[src/rtl/bcd_timer_pkg.sv]
// Shared types and helpers for the MM:SS:CC BCD countdown timer.
package bcd_timer_pkg;

  typedef enum logic [1:0] {
    ST_IDLE    = 2'd0,
    ST_RUN     = 2'd1,
    ST_PAUSE   = 2'd2,
    ST_EXPIRED = 2'd3
  } state_e;

  localparam logic [7:0] MAX_CC = 8'h99;
  localparam logic [7:0] MAX_SS = 8'h59;

  // A packed BCD pair is legal when its ones digit is a decimal digit and the
  // whole pair does not exceed the field's maximum (this bounds the tens digit).
  function automatic logic bcd_valid(input logic [7:0] value, input logic [7:0] max);
    return (value[3:0] <= 4'd9) && (value <= max);
  endfunction

endpackage

[src/rtl/bcd_down_pair.sv]
// Two-digit packed BCD down counter with wrap to MAX and a borrow-out.
module bcd_down_pair #(
  parameter logic [7:0] MAX = 8'h99
) (
  input  logic       clk,
  input  logic       reset_n,
  input  logic       clr,
  input  logic       ld,
  input  logic [7:0] ld_val,
  input  logic       dec,
  output logic [7:0] q,
  output logic       bo
);

  logic [7:0] q_q, q_d;

  // Next value: clear beats load beats decrement; ones digit borrows from tens.
  always_comb begin
    q_d = q_q;
    if (clr) begin
      q_d = 8'h00;
    end else if (ld) begin
      q_d = ld_val;
    end else if (dec) begin
      if (q_q == 8'h00) begin
        q_d = MAX;
      end else if (q_q[3:0] == 4'd0) begin
        q_d = {q_q[7:4] - 4'd1, 4'd9};
      end else begin
        q_d = {q_q[7:4], q_q[3:0] - 4'd1};
      end
    end
  end

  // Digit pair register.
  always_ff @(posedge clk or negedge reset_n) begin
    if (!reset_n) begin
      q_q <= 8'h00;
    end else begin
      q_q <= q_d;
    end
  end

  assign q  = q_q;
  assign bo = dec && (q_q == 8'h00);

endmodule

[src/rtl/bcd_countdown_timer.sv]
// MM:SS:CC countdown timer: prescaled centisecond tick driving a BCD borrow chain.
//
//   state   | meaning
//   IDLE    | holding a loaded (or cleared) value, prescaler at 0
//   RUN     | prescaler advancing, one cc decrement per tick
//   PAUSE   | counting suspended, prescaler frozen mid-tick
//   EXPIRED | reached 00:00:00, done high until clear or valid load
module bcd_countdown_timer
  import bcd_timer_pkg::*;
#(
  parameter int TICK_DIV = 500000
) (
  input  logic       clk,
  input  logic       reset_n,
  input  logic       load,
  input  logic [7:0] load_mm,
  input  logic [7:0] load_ss,
  input  logic [7:0] load_cc,
  input  logic       start,
  input  logic       pause,
  input  logic       clear,
  output logic [7:0] mm,
  output logic [7:0] ss,
  output logic [7:0] cc,
  output logic       running,
  output logic       done,
  output logic       done_pulse,
  output logic       load_err
);

  localparam int              PS_W    = $clog2(TICK_DIV);
  localparam logic [PS_W-1:0] PS_LAST = PS_W'(TICK_DIV - 1);

  state_e          state_q, state_d;
  logic [PS_W-1:0] ps_q, ps_d;
  logic            done_pulse_q, load_err_q;

  logic in_run, value_zero, load_ok, load_act, load_take, load_rej;
  logic tick, last_tick, start_ok;
  logic cc_bo, ss_bo, mm_bo_unused;

  // Strobe qualification; load is only honoured outside RUN and loses to clear.
  // Pause in RUN holds the prescaler, so a paused cycle is never a tick.
  always_comb begin
    in_run     = (state_q == ST_RUN);
    value_zero = (mm == 8'h00) && (ss == 8'h00) && (cc == 8'h00);
    load_ok    = bcd_valid(load_mm, MAX_SS) && bcd_valid(load_ss, MAX_SS)
                 && bcd_valid(load_cc, MAX_CC);
    load_act   = load && !clear && !in_run;
    load_take  = load_act && load_ok;
    load_rej   = load_act && !load_ok;
    tick       = in_run && !clear && !pause && (ps_q == PS_LAST);
    last_tick  = tick && (mm == 8'h00) && (ss == 8'h00) && (cc == 8'h01);
    start_ok   = start && !value_zero
                 && ((state_q == ST_IDLE) || (state_q == ST_PAUSE));
  end

  // State register.
  always_ff @(posedge clk or negedge reset_n) begin
    if (!reset_n) begin
      state_q <= ST_IDLE;
    end else begin
      state_q <= state_d;
    end
  end

  // Next state with priority clear > load > pause > start.
  always_comb begin
    state_d = state_q;
    if (clear) begin
      state_d = ST_IDLE;
    end else if (load_act) begin
      if (load_ok) state_d = ST_IDLE;
    end else begin
      unique case (state_q)
        ST_RUN: begin
          if (pause)          state_d = ST_PAUSE;
          else if (last_tick) state_d = ST_EXPIRED;
        end
        ST_IDLE, ST_PAUSE: begin
          if (start_ok) state_d = ST_RUN;
        end
        default: state_d = state_q;
      endcase
    end
  end

  // State-decoded level outputs.
  always_comb begin
    running = (state_q == ST_RUN);
    done    = (state_q == ST_EXPIRED);
  end

  // Prescaler: restarts on clear, valid load and a fresh start from IDLE;
  // a resume from PAUSE keeps the partial tick.
  always_comb begin
    ps_d = ps_q;
    if (clear || load_take) begin
      ps_d = '0;
    end else if ((state_q == ST_IDLE) && start_ok) begin
      ps_d = '0;
    end else if (in_run && !pause) begin
      ps_d = (ps_q == PS_LAST) ? '0 : ps_q + PS_W'(1);
    end
  end

  // Prescaler register and one-cycle event pulses.
  always_ff @(posedge clk or negedge reset_n) begin
    if (!reset_n) begin
      ps_q         <= '0;
      done_pulse_q <= 1'b0;
      load_err_q   <= 1'b0;
    end else begin
      ps_q         <= ps_d;
      done_pulse_q <= (state_q != ST_EXPIRED) && (state_d == ST_EXPIRED);
      load_err_q   <= load_rej;
    end
  end

  assign done_pulse = done_pulse_q;
  assign load_err   = load_err_q;

  bcd_down_pair #(.MAX(MAX_CC)) u_cc (
    .clk    (clk),
    .reset_n(reset_n),
    .clr    (clear),
    .ld     (load_take),
    .ld_val (load_cc),
    .dec    (tick),
    .q      (cc),
    .bo     (cc_bo)
  );

  bcd_down_pair #(.MAX(MAX_SS)) u_ss (
    .clk    (clk),
    .reset_n(reset_n),
    .clr    (clear),
    .ld     (load_take),
    .ld_val (load_ss),
    .dec    (cc_bo),
    .q      (ss),
    .bo     (ss_bo)
  );

  // Minutes never borrow: expiry stops the chain before mm could wrap.
  bcd_down_pair #(.MAX(MAX_SS)) u_mm (
    .clk    (clk),
    .reset_n(reset_n),
    .clr    (clear),
    .ld     (load_take),
    .ld_val (load_mm),
    .dec    (ss_bo),
    .q      (mm),
    .bo     (mm_bo_unused)
  );

endmodule

[config.mk]
export PLATFORM = sky130hd
export DESIGN_NAME = bcd_countdown_timer
export DESIGN_NICKNAME = d
export VERILOG_FILES = /design/src/rtl/bcd_timer_pkg.sv /design/src/rtl/bcd_down_pair.sv /design/src/rtl/bcd_countdown_timer.sv
export SDC_FILE = /design/constraint.sdc
export NUM_CORES = 1
export LEC_CHECK = 0
export ABC_AREA = 1
export BUFFER_PORTS_ARGS = -buffer_cell sky130_fd_sc_hd__buf_2
export CAP_MARGIN = 25
export CORE_MARGIN = 3
export CORE_UTILIZATION = 45
export CTS_CLUSTER_SIZE = 20
export DETAILED_ROUTE_END_ITERATION = 16
export GPL_ROUTABILITY_DRIVEN = 0
export GPL_TIMING_DRIVEN = 0
export PLACE_DENSITY_LB_ADDON = 0.2
export REMOVE_ABC_BUFFERS = 1
export SLEW_MARGIN = 20
export SYNTH_ARGS = -nofsm -noshare
export SYNTH_HDL_FRONTEND = slang
export SYNTH_HIERARCHICAL = 1
export SYNTH_SLANG_ARGS = --single-unit
[constraint.sdc]
create_clock -name clk -period 6.7 [get_ports clk]
set_input_delay 1.005 -clock clk [delete_from_list [all_inputs] [get_ports clk]]
set_output_delay 1.005 -clock clk [all_outputs]
set_load 0.005 [all_outputs]
==> reports/qor.txt <==
Slew at the pin with the worst max-slew slack: 0.881 ns
Critical Path RT: 6.90 ns
Skew-Pair Late Insertion Delay: 0.30 ns
RSZ-0062 raised after global routing: false
Final Hold Fails: 0
Initial antenna violation count: 0
CP Max Fanout: 21
Slowest cell on crit path: inv_1
Power Density: 249 nW/µm²
Tcrit/Tclk final: 45.2%
Metal-1 WL: 4330 µm
Synthesized cell area: 3720 µm²
Final setup TNS: 0 ns
DRC viols: 0
PostCTS Resize Cnt: 0
Vias in the first global route: 3399
Drt first pass iters: 5
Met2 wire length: 4250 µm
Peak Freq: 330 MHz
Hold WC Path Type: flip-flop to flip-flop
CP Launch Type: primary input
Status: finished, final reports clean
Pins over their slew limit: 0
Global-route wire length before repair: 15700 µm
Die area: 9390 µm²
Max-Cap Viols: 0
IO buf count: 57
Cts hold-fix bufs: 0
Final nets: 671
CTS Buf Count: 5
TritonCTS clock tree: done
Starting Density: 47.1%
Detail Route Antenna Nets: 0
Critical path class: primary input to flip-flop
DR WL/cell: 12.6 µm
Placeable Area: 7890 µm²
Clock slew at reported path FFs: 0.09 ns
Final Non-Filler Cells: 730
Static Leakage: 2.31 nW
Critical path origin: load_cc[1]
Fillers: 838
Hpwl dp: 7050 µm
DRT Wirelength: 9210 µm
Top Layer Used: met4
CP Capture Type: flip-flop
Setup Fix Bufs, Post-CTS: 0
Mean Syn Cell Area: 6.50 µm²
Largest net degree at the start of global routing: 30
Total Power: 1.04 mW
Synthesized instance count: 572
Global route overflow: 0
GRT Util Overall: 19.7%
Longest Clk Path Bufs: 2
VDD IR-drop max: 0.133 mV
Cells along the critical path: buf_2 -> o21ai_0 -> nand2_1 -> nor2_1 -> nand3_2 -> inv_1 -> inv_4 -> nand3_1 -> inv_1 -> o21ai_0 -> nand2_1 -> nand2_1 -> nand2_1
Synth warn: 6
Die Width: 96.9 µm
Arr. time, crit path: 3.23 ns
Slew margin rel.: 41.2%
Iter 0 DRT Violations: 229
Setup violators final: 0
Hold WS: 0.521 ns
Critical path's most frequent cell: nand2_1
CTS sink count: 47
Reg2reg start: ps_q[0]
Clock skew: 0.00497 ns
Share of layout cells above drive strength 1: 15.1%
Routed vias: 3761
Min Tclk post-route: 3.03 ns
Worst Min Path Start: ps_q[1]
DP Cell Count: 723
Area grow syn2layout: 12.8%
Num ports: 58
Peak per-stage delay on the critical path: 0.66 ns
Vias per std cell: 5.15
Clk root buf: clkbuf_8
FP Rows: 32
Htree depth: 2
N_diodes: 0
Met3 WL: 538 µm
Height of the die: 96.9 µm
## area by class of cell
type                       instances  area, µm²  area share [%]
clock inverter                     1       30.0           0.716
sequential                        47       1180            28.1
timing repair buffer              58        305            7.28
multi-input combinational        439       2190            52.2
inverter                          77        294            7.01
clock buffer                       6       72.6            1.73
tap                              102        128            3.04
## state kept, by name, summed over array words and instances (netlist names)
register    flops
done_pulse      1
u_mm/q          8
u_cc/q          8
load_err        1
state_q         2
ps_q           19
u_ss/q          8
## power breakdown
part / total, mW / switching [mW] / internal [mW]
Sequential: 0.380 / 0.0543 / 0.325
Clock: 0.208 / 0.0983 / 0.110
Combinational: 0.457 / 0.277 / 0.180
## layer usage
| layer | global-route usage, % | vias up |
|---|---|---|
| met5 | 0 | - |
| met1 | 28.0 | 1728 |
| li1 | - | 1921 |
| met2 | 31.3 | 103 |
| met3 | 3.24 | 9 |
| met4 | 4.54 | 0 |
## cells in the final DEF, fill, tap and decap left out, types with 3 or more instances in the layout
cell type    n
clkbuf_8     5
xor2_1      15
buf_2       57
or2_2        5
a21oi_1      5
nand2_4      6
nand2_1    190
nand3_1     38
nor3_1       6
nand3_2      3
ha_1        13
nor2_2       3
inv_1       71
a22oi_1      3
o21ai_1      5
o22ai_1      6
nand2_2      3
o21ai_0     15
dfrtp_1     47
nand3b_1     3
nor2_1      85
inv_2        3
nand4_1     26
## critical path: cells and delay by family
| family | cells | cell delay, ns |
|---|---|---|
| buffers and inverters | 4 | 0.99 |
| AO/OA/AOI/OAI | 2 | 0.49 |
| AND/OR/NAND/NOR | 7 | 0.74 |
## worst paths after layout
kind | endpoint | slack, ns | depth (start not counted)
min in group asynchronous | u_ss/q[2] | 0.66 | 1
max in group asynchronous | ps_q[10] | 5.52 | 2
min | ps_q[1] | 0.52 | 2
max reg2reg | u_mm/q[3] | 3.83 | 15
max | u_mm/q[6] | 3.67 | 13
min reg2reg | ps_q[1] | 0.52 | 2
## stage by stage
step | cell area [µm²] | utilization [%] | setup slack [ns]
final | 4190 | 53.2 | 3.67
after detailed placement | 4090 | 51.9 | 3.40
after global routing | 4190 | 53.2 | 3.48
after floorplan | 3660 | - | 4.21
after global placement | 4070 | 51.6 | 3.45
after CTS | 4190 | 53.2 | 3.73
Note: power is estimated with default switching activity, not from simulation.
